$ cat config.mk
export PLATFORM = sky130hd
export DESIGN_NAME = keypad_digit_entry
export DESIGN_NICKNAME = d
export VERILOG_FILES = /design/src/rtl/keypad_digit_entry.sv
export SDC_FILE = /design/constraint.sdc
export NUM_CORES = 1
export LEC_CHECK = 0
export CAP_MARGIN = 20
export CORE_ASPECT_RATIO = 1.2
export CORE_MARGIN = 1
export CORE_UTILIZATION = 45
export DETAILED_ROUTE_END_ITERATION = 10
export PLACE_DENSITY = 0.78
export SETUP_SLACK_MARGIN = 0.02
export SLEW_MARGIN = 20
export SYNTH_ARGS = -nofsm -noshare
export SYNTH_HDL_FRONTEND = slang
export SYNTH_SLANG_ARGS = --single-unit
$ cat constraint.sdc
create_clock -name clk -period 1.55 [get_ports clk]
set_clock_uncertainty 0.05 [all_clocks]
set_input_delay 0.465 -clock clk [delete_from_list [all_inputs] [get_ports clk]]
set_output_delay 0.465 -clock clk [all_outputs]
set_load 0.02 [all_outputs]
$ cat src/rtl/keypad_digit_entry.sv
// keypad_digit_entry
//   Debounces keypad press/release events from the priority encoder and
//   accepts exactly one digit per physical press. Accepted digits are
//   shifted into a BCD time-entry register for the microwave timer.
//
//   Parameters
//     DEBOUNCE_CYCLES  consecutive identical samples needed for press/release (2..255)
//     DIGITS           BCD digits held in the entry register (1..7)
//
//   Ports
//     clk          system clock, rising edge
//     reset        synchronous active-high reset
//     enablen      active-low entry enable; 1 blocks new presses
//     D            encoded digit from keypad encoder (>9 means no key)
//     all_off      1 when no key is pressed
//     clear_entry  synchronous clear of entry register and digit count
//     digit_valid  one-cycle pulse after a digit is accepted
//     digit_out    last accepted digit, held between accepts
//     time_bcd     entry register, digit 0 in [3:0] is the newest
//     count        digits entered, saturates at DIGITS
//     entry_full   count == DIGITS
//
//   state    | meaning
//   ---------+--------------------------------------------------
//   IDLE     | no key held, waiting for a valid enabled press
//   PRESS_DB | counting identical samples of the candidate digit
//   HELD     | digit accepted, waiting for release
//   REL_DB   | counting consecutive released samples
module keypad_digit_entry #(
  parameter int DEBOUNCE_CYCLES = 4,
  parameter int DIGITS          = 4
) (
  input  logic                  clk,
  input  logic                  reset,
  input  logic                  enablen,
  input  logic [3:0]            D,
  input  logic                  all_off,
  input  logic                  clear_entry,
  output logic                  digit_valid,
  output logic [3:0]            digit_out,
  output logic [4*DIGITS-1:0]   time_bcd,
  output logic [2:0]            count,
  output logic                  entry_full
);

  localparam int         W        = 4 * DIGITS;
  localparam logic [7:0] DB_LAST  = 8'(DEBOUNCE_CYCLES - 1);
  localparam logic [2:0] DIGITS_C = 3'(DIGITS);

  typedef enum logic [1:0] {
    IDLE     = 2'd0,
    PRESS_DB = 2'd1,
    HELD     = 2'd2,
    REL_DB   = 2'd3
  } state_t;

  state_t       state_q, state_d;
  logic [7:0]   cnt_q, cnt_d;
  logic [3:0]   cand_q, cand_d;
  logic         valid_q, valid_d;
  logic [3:0]   dout_q, dout_d;
  logic [W-1:0] bcd_q, bcd_d;
  logic [2:0]   count_q, count_d;

  logic         valid_press;
  logic         accept;
  logic [W-1:0] shifted;

  // Codes above 9 come from the encoder when no digit key is down.
  assign valid_press = !all_off && (D <= 4'd9);

  always_comb begin
    state_d = state_q;
    cnt_d   = cnt_q;
    cand_d  = cand_q;
    accept  = 1'b0;
    case (state_q)
      IDLE: begin
        if (valid_press && !enablen) begin
          cand_d  = D;
          cnt_d   = 8'd1;
          state_d = PRESS_DB;
        end
      end
      PRESS_DB: begin
        if (enablen || all_off || (D != cand_q)) begin
          state_d = IDLE;
          cnt_d   = 8'd0;
        end else if (cnt_q >= DB_LAST) begin
          // This sample is the DEBOUNCE_CYCLES-th matching one.
          accept  = 1'b1;
          state_d = HELD;
          cnt_d   = 8'd0;
        end else begin
          cnt_d = cnt_q + 8'd1;
        end
      end
      HELD: begin
        // enablen is deliberately ignored so toggling it mid-hold
        // cannot re-arm a second accept of the same press.
        if (all_off) begin
          cnt_d   = 8'd1;
          state_d = REL_DB;
        end
      end
      REL_DB: begin
        if (!all_off) begin
          state_d = HELD;
          cnt_d   = 8'd0;
        end else if (cnt_q >= DB_LAST) begin
          state_d = IDLE;
          cnt_d   = 8'd0;
        end else begin
          cnt_d = cnt_q + 8'd1;
        end
      end
      default: begin
        state_d = IDLE;
        cnt_d   = 8'd0;
      end
    endcase
  end

  always_comb begin
    valid_d    = 1'b0;
    dout_d     = dout_q;
    bcd_d      = bcd_q;
    count_d    = count_q;
    // Shift-and-insert written without a part-select so DIGITS=1 is legal.
    shifted      = bcd_q << 4;
    shifted[3:0] = cand_q;
    if (clear_entry) begin
      // Clear beats a coincident accept: that digit is dropped entirely.
      bcd_d   = '0;
      count_d = 3'd0;
    end else if (accept) begin
      bcd_d   = shifted;
      dout_d  = cand_q;
      valid_d = 1'b1;
      count_d = (count_q >= DIGITS_C) ? DIGITS_C : count_q + 3'd1;
    end
  end

  always_ff @(posedge clk) begin
    if (reset) begin
      state_q <= IDLE;
      cnt_q   <= 8'd0;
      cand_q  <= 4'd0;
      valid_q <= 1'b0;
      dout_q  <= 4'd0;
      bcd_q   <= '0;
      count_q <= 3'd0;
    end else begin
      state_q <= state_d;
      cnt_q   <= cnt_d;
      cand_q  <= cand_d;
      valid_q <= valid_d;
      dout_q  <= dout_d;
      bcd_q   <= bcd_d;
      count_q <= count_d;
    end
  end

  assign digit_valid = valid_q;
  assign digit_out   = dout_q;
  assign time_bcd    = bcd_q;
  assign count       = count_q;
  assign entry_full  = (count_q == DIGITS_C);

endmodule

==> results list, run 1 <==
* List of cells traversed by the critical path: ha_2, or4_4, o21a_4, a21bo_2, a21oi_2
- Clock tree from TritonCTS: done
* Leftover overflow at the end of global routing: 0
- For the worst setup path, the data required time is 1.73 ns.
- Derived from the worst setup path, the maximum achievable clock frequency is 606 MHz.
* Via count: 1,322
* DIE HEIGHT: 68.3 um
- Post-route fraction of the period consumed by the critical path: 1.06
* CP peak stage delay: 0.50 ns
- Commonest non-fill, non-tap cells in the layout: sky130_fd_sc_hd__dfxtp_1 (35), sky130_fd_sc_hd__nand2_1 (25), sky130_fd_sc_hd__dlygate4sd2_1 (23), sky130_fd_sc_hd__mux2i_1 (22), sky130_fd_sc_hd__buf_4 (16)
- Number of setup violations in the final report: 26
* Clock buffer depth: 2
* Routability cong.: 0.873
- Diode count: 0
* Number of filler cells placed in the layout: 290
- The share of synthesized area in the top cell type comes to 0.461.
- The number of max-slew violations in the final report came to 0.
- After floorplanning, the core was sized to cover 3420 um^2.
- The H-tree was split into 2 levels.
- Syn Nets: 174
* Family of cells with the greatest summed delay on the critical path: compound AO/OA/AOI/OAI gates
- Total routing resource utilization after global routing: 0.197
- Overall power consumption after layout is estimated at 1.82 mW.
- For this run, design rule violations remaining after detail routing come to 3.
* Number of port buffers: 33
- Post-route insts no fill: 250
- The first global-routing pass estimated 5.71 mm of wire.
- The first detailed-routing pass ran for 7 iterations.
- Max FO, Critical Path: 5
- Yosys printed 0 warnings.
- Area delta synth->final: 37.0%
- Clock root buffer: sky130_fd_sc_hd__clkbuf_8
- Most frequent standard cell in the layout excluding fill and tap cells: sky130_fd_sc_hd__dfxtp_1
- Clock input transition at the sequential cells of the worst setup and hold paths: 0.07 ns
- In this run the power density over the cells is 806 nW/um^2.
* Normalized max-slew margin: 0.773
- Setup repair after global routing missed its margin: true
* Library cell contributing the largest single delay on the critical path: sky130_fd_sc_hd__or4_4
- The synthesized design contains 38 register bits.
* Via count of the first global-routing pass: 1,326
- For this design the top-level I/O count stands at 34.
- After detailed routing, the average wire length per cell comes to 13.9 um.
* Data arrival at the endpoint of the critical path: 1.83 ns
* Final hold vios: 0
- Area of the die: 3910 um^2
- For flop-to-flop paths, the worst setup slack is -0.10 ns.
- The number of placed instances, taps included, is 241.
- Critical path buffer and inverter count: 0
* Post-Place Cell Area: 2110 um^2
- CTS sink count: 38
- Number of nets in the layout: 224
* Initial standard-cell utilization of the core: 0.482
- Rows: 23
* Worst vdd ir: 0.525 mV
- Entering global routing, the biggest net connects 19 pins.
* Type of origin of the critical path: flip-flop
- Final critical path time including I/O delays and setup: 1.65 ns
* Part of the Yosys area used for sequential elements: 0.461
- DRT iter0 DRCs: 38
- Number of CTS-inserted buffers: 5
- Slew @ Worst Pin: 0.340 ns
* Worst hold slack: 0.405 ns
- Remaining number of nets flagged by the antenna check after routing: 0
* Final instance area: 2260 um^2
* Count of distinct cell types in the synthesized netlist: 38
* Netlist Area Pre-Place: 1650 um^2
- Smallest setup slack after layout: -0.100 ns
- For the worst-skew pair, the clock arrives at the later sink with an insertion delay of 0.29 ns.
- Averaged over all synthesized cells, the footprint is 10.2 um^2.
- Cell leakage power: 0.929 nW
* Outcome: finished with violations
- The wire-length estimate of the detail-placed layout is 2.58 mm.
* Die outline width: 57.3 um
- Antenna violations before repair: 0
* Cts hold-fix bufs: 0
- Tightest Hold Check Type: flip-flop to flip-flop
- Detailed Route WL: 3.48 mm
* Violated checks: DRC, setup timing
- After detailed routing, the number of vias per cell comes to 5.29.
- The cell count after synthesis came out at 162.
* Place WS: -0.648 ns
* Element type at the critical path end: flip-flop
- Critical setup path kind: flip-flop to flip-flop
- Max-cap violations in this run came to 0.
- Of all cell types, the one taking the most synthesized area is sky130_fd_sc_hd__dfxtp_1.
- Largest cells by area after synthesis: sky130_fd_sc_hd__dfxtp_1 (46%), sky130_fd_sc_hd__mux2i_1 (13%), sky130_fd_sc_hd__nand2_1 (5.7%)
- Fraction of final layout cells with drive strength greater than 1: 0.291
==> path summary, 6_finish.rpt <==
kind	startpoint	cells after the start	endpoint
setup / recovery	cnt_q[0]	5	state_q[1]
hold / removal	cnt_q[4]	1	cnt_q[4]
setup reg to reg	cnt_q[0]	5	state_q[1]
hold reg to reg	cnt_q[4]	1	cnt_q[4]
==> final cells by class <==
class	instances	area, um^2	area share
Multi-Input combinational cell	112	900	0.398
Tap cell	37	46.3	0.0205
Clock inverter	1	5.00	0.00222
Clock buffer	7	86.3	0.0382
Inverter	3	11.3	0.00499
Timing Repair Buffer	52	445	0.197
Sequential cell	38	764	0.339
==> worst register-to-register path, stage by stage (launching register included) <==
cell and delay (ns):
sky130_fd_sc_hd__dfxtp_2 0.32, sky130_fd_sc_hd__ha_2 0.17, sky130_fd_sc_hd__or4_4 0.50, sky130_fd_sc_hd__o21a_4 0.26
sky130_fd_sc_hd__a21bo_2 0.20, sky130_fd_sc_hd__a21oi_2 0.10
==> metrics by stage <==
step,util,setup TNS (ns)
global placement,0.616,-18.40
CTS,0.654,-1.83
global route,0.659,-3.18
finish,0.659,-1.67
floorplan,-,-1.37
detailed placement,0.616,-19.78
==> flip-flops by register name, summed over array words and instances, names as in the netlist <==
register and count:
cand_q 4, time_bcd 16, count 3, state_q 2, digit_valid 1, cnt_q 8
digit_out 4
==> synth_stat cells <==
master / count
sky130_fd_sc_hd__a211oi_2: 1
sky130_fd_sc_hd__a21bo_2: 1
sky130_fd_sc_hd__a21oi_1: 6
sky130_fd_sc_hd__a22o_1: 1
sky130_fd_sc_hd__a32o_1: 2
sky130_fd_sc_hd__a41oi_1: 1
sky130_fd_sc_hd__and2_1: 6
sky130_fd_sc_hd__and2_2: 1
sky130_fd_sc_hd__and4_1: 1
sky130_fd_sc_hd__buf_12: 1
sky130_fd_sc_hd__buf_2: 1
sky130_fd_sc_hd__buf_6: 1
sky130_fd_sc_hd__bufbuf_16: 1
sky130_fd_sc_hd__clkbuf_1: 5
sky130_fd_sc_hd__dfxtp_1: 38
sky130_fd_sc_hd__ha_1: 3
sky130_fd_sc_hd__inv_1: 3
sky130_fd_sc_hd__mux2i_1: 22
sky130_fd_sc_hd__nand2_1: 25
sky130_fd_sc_hd__nand2b_1: 1
sky130_fd_sc_hd__nand3_1: 2
sky130_fd_sc_hd__nand3b_1: 1
sky130_fd_sc_hd__nand4_1: 6
sky130_fd_sc_hd__nor2_1: 7
sky130_fd_sc_hd__nor2_4: 1
sky130_fd_sc_hd__nor2b_1: 1
sky130_fd_sc_hd__nor3_1: 3
sky130_fd_sc_hd__nor3_2: 1
sky130_fd_sc_hd__nor3_4: 1
sky130_fd_sc_hd__nor3b_4: 1
sky130_fd_sc_hd__nor4b_1: 1
sky130_fd_sc_hd__o21a_1: 2
sky130_fd_sc_hd__o21ai_0: 3
sky130_fd_sc_hd__o31ai_1: 4
sky130_fd_sc_hd__or3_1: 1
sky130_fd_sc_hd__or3_2: 1
sky130_fd_sc_hd__or4_4: 1
sky130_fd_sc_hd__xnor2_1: 4
==> repair_timing <==
item,4_1_cts,5_1_grt
pin swaps,13,2
buffers inserted,2,2
setup endpoints to repair,63,36
resized for setup,60,15
==> kinds of logic after synthesis <==
family	count (synthesis)	share of synthesized area
adders and majority gates	3	0.0228
muxes	22	0.134
xor gates and xnor gates	4	0.0212
and+or+nand+nor	62	0.210
buffers and inverters	12	0.0599
DFF	38	0.461
AOI/OAI and AO/OA	21	0.0910
==> per-layer routing <==
| layer | global-route usage | up-vias | wire length (um) |
|---|---|---|---|
| met5 | 0 | - | 0 |
| met3 | 0.0681 | 6 | 204 |
| li1 | - | 667 | - |
| met1 | 0.194 | 619 | 1440 |
| met4 | 0.101 | 0 | 73 |
| met2 | 0.366 | 30 | 1770 |
==> report_power, final <==
part | total [mW] | leakage [nW] | switching, mW | internal (mW)
Sequential | 0.993 | 0.308 | 0.00955 | 0.983
Combinational | 0.138 | 0.573 | 0.0720 | 0.0656
Clock | 0.690 | 0.0482 | 0.332 | 0.358
Note: power is estimated with default switching activity, not from simulation.
==> inputs of run 2 (changes only) <==
--- a/config.mk
+++ b/config.mk
@@ -6,11 +6,11 @@
 export NUM_CORES = 1
 export LEC_CHECK = 0
 export CAP_MARGIN = 20
-export CORE_ASPECT_RATIO = 1.2
+export CORE_ASPECT_RATIO = 1.25
 export CORE_MARGIN = 1
 export CORE_UTILIZATION = 45
 export DETAILED_ROUTE_END_ITERATION = 10
-export PLACE_DENSITY = 0.78
+export PLACE_DENSITY = 0.74
 export SETUP_SLACK_MARGIN = 0.02
 export SLEW_MARGIN = 20
 export SYNTH_ARGS = -nofsm -noshare
==> run 2 against run 1 <==
  * The flow finishes with violations (setup timing)
  * Utilization is 1.1 points higher
  * Cell area is 3.4% higher
  * Clock power is 5.4% higher
  * Register-to-register slack hardly changed
  * Critical path depth is 1 higher
  * Via count is 5.6% higher
  * Sequential cell count stayed put
  * Hold slack better by 0.0030 ns
  * Setup slack worse by 0.0037 ns
  * Largest cell class unchanged
==> results list, run 2 (same netlist as run 1, synthesis figures left out) <==
* Switching power as a share of total power: 0.245
- CTS sink count: 38
* Switching power of the nets: 0.459 mW
* Insertion delay of the later-clocked pin in the worst-skew pair: 0.30 ns
* Total DRC errors in the routed layout: 0
- The internal power of the cells totals 1.41 mW.
- Via count of the first global-routing pass: 1,474
- Max-slew violations: 0
* Critical setup path kind: flip-flop to flip-flop
- Across the whole layout, storage elements account for 768 um^2.
- After the flow finishes, the layout carries non-filler instances totaling 255.
* DRT iter0 DRCs: 26
* Routability cong.: 0.830
* Count of placed standard cells including taps: 244
- In the final layout, the share of cells above drive strength 1 is 0.338.
- The number of antenna diodes in the final layout is 0.
- The routed design has 4.02 mm of wire.
- Endpoint, Worst Hold: time_bcd[14]
- For the worst setup path, the data arrival time is 1.80 ns.
* Place WS: -0.684 ns
- The number of antenna violations at the first check in global routing was 0.
- Outcome: finished with violations
- Of the total power, combinational logic draws 0.081.
* Total routing resource utilization after global routing: 0.224
- Global routing finished with a remaining overflow of 0.
- Commonest non-fill, non-tap cells in the layout: sky130_fd_sc_hd__dfxtp_1 (32), sky130_fd_sc_hd__nand2_1 (25), sky130_fd_sc_hd__mux2i_1 (22), sky130_fd_sc_hd__dlygate4sd2_1 (20), sky130_fd_sc_hd__buf_4 (19)
- Leaving out fill and tap cells, the most frequent cell in the layout is sky130_fd_sc_hd__dfxtp_1.
- Final critical path time including I/O delays and setup: 1.65 ns
- During I/O placement, the number of pins put on the boundary was 34.
- After routing, the total negative slack on setup checks comes to -2.28 ns.
* Max-capacitance violation count: 0
- Static timing analysis puts the maximum clock frequency at 605 MHz.
- Post-DP HPWL: 2.83 mm
- Cell depth of the worst min-delay path: 2
- Worst hold slack: 0.408 ns
- Dividing total power by cell area gives a power density of 801 nW/um^2.
- Entering global routing, the biggest net connects 25 pins.
- The initialized floorplan defines 24 standard-cell rows.
- The total area inside the core boundary comes to 3480 um^2.
* Number of setup violations in the final report: 29
- TritonCTS built the clock tree.
- Data required time at the worst endpoint: 1.70 ns
- Via count: 1,396
- Clock buffer depth: 2
- Clock input transition at the sequential cells of the worst setup and hold paths: 0.08 ns
- The startpoint identified for the worst hold timing path is time_bcd[14].
- Depth of the worst register-to-register path: 6
* Number of filler cells placed in the layout: 286
- Final instance area: 2330 um^2
- Headroom to the max-slew limit came out at 0.755.
- The number of failing hold endpoints at the final stage came to 0.
* Area of combinational cells with multiple inputs: 930 um^2
* Tightest Hold Check Type: flip-flop to flip-flop
- Util after Layout: 0.670
- Reg-to-reg setup timing slack: -0.10 ns
- After layout, the worst setup slack is -0.104 ns.
- Dividing the final minimum period by the clock period gives 1.07.
- Clock tree synthesis selected as its root buffer the cell sky130_fd_sc_hd__clkbuf_8.
- From bottom edge to top edge, the die measures 69.7 um.
* Startpoint of the lowest-slack register-to-register path: cnt_q[0]
* Worst vdd ir: 0.785 mV
- Element type at the critical path end: flip-flop
- The floorplan step defined a die boundary enclosing 3910 um^2.
- The register with the most flip-flops in the layout has 16 of them.
- Global-route wire length before repair: 6.75 mm
- The number of clock buffers added by TritonCTS is 5.
- Post-Place Cell Area: 2130 um^2
* Violated checks: setup timing
- The share of total power dissipated in sequential elements is 0.531.
- The analysis attributes to cell leakage a power of 0.935 nW.
* R2R Path End: state_q[1]
- Dividing the detail-routed wire length by the instance count gives 15.8 um.
- Remaining number of nets flagged by the antenna check after routing: 0
- STA classifies the critical path startpoint as a flip-flop.
* Clock network power share: 0.389
- During placement, the flow inserted port buffers numbering 33.
- Setup repair after global routing missed its margin: true
* Post-detailed-route via-to-cell ratio: 5.47
* Slew @ Worst Pin: 0.366 ns
- The H-tree generated during clock tree synthesis spans 2 levels.
- From synthesis to final layout, the design area changed by 41.6%.
- Of all nets on the critical path, the largest fanout is 5.
* Number of nets in the layout: 227
- Overall power: 1.87 mW
- Before antenna repair, the detailed router went through 4 iterations.
* Initial standard-cell utilization of the core: 0.473
* Die outline width: 56.1 um
[run 2: routing by layer]
metal / track usage / wire (um) / vias up
met5: 0 / 0 / -
met1: 0.226 / 1560 / 685
met2: 0.414 / 2190 / 31
met4: 0.0949 / 93 / 0
met3: 0.0728 / 182 / 11
li1: - / - / 669
[run 2: power by group through the flow]
stage	Sequential (mW)	Clock, mW	Combinational (mW)
3_3_place_gp	1.01	0	0.127
4_1_cts	0.991	0.737	0.143
2_1_floorplan	1.01	0	0.0723
3_5_place_dp	1.01	0	0.134
5_1_grt	0.993	0.779	0.161
6_report	0.992	0.727	0.151
[run 2: worst max-delay path by stage]
stage                     startpoint           to  slack (ns)
after floorplan              all_off    cand_q[0]       -0.12
after global placement       all_off    cand_q[2]       -0.58
after detailed placement     all_off    cand_q[0]       -0.68
after CTS                   cnt_q[0]   state_q[1]       -0.11
after global routing        cnt_q[0]  time_bcd[2]       -0.15
final                       cnt_q[0]   state_q[1]       -0.10
[run 2: timing repair]
action,CTS,global route
hold buffers,0,0
setup endpoints to repair,63,38
setup buffers,3,2
pin swaps,11,4
gates resized for setup,64,22
[run 2: layout make-up]
cell class,count,share of cell area
Timing Repair Buffer,55,0.206
Clock buffer,6,0.0354
Inverter,3,0.00482
Tap cell,39,0.0209
Sequential cell,38,0.329
Multi-Input combinational cell,112,0.398
Clock inverter,2,0.00536
[run 2: worst max-delay path, stage by stage (launching register included)]
cell and delay (ns):
sky130_fd_sc_hd__dfxtp_2 0.33, sky130_fd_sc_hd__ha_2 0.17, sky130_fd_sc_hd__or4_4 0.50, sky130_fd_sc_hd__o21a_4 0.25, sky130_fd_sc_hd__buf_4 0.14, sky130_fd_sc_hd__nand3_4 0.06
sky130_fd_sc_hd__a21oi_2 0.05
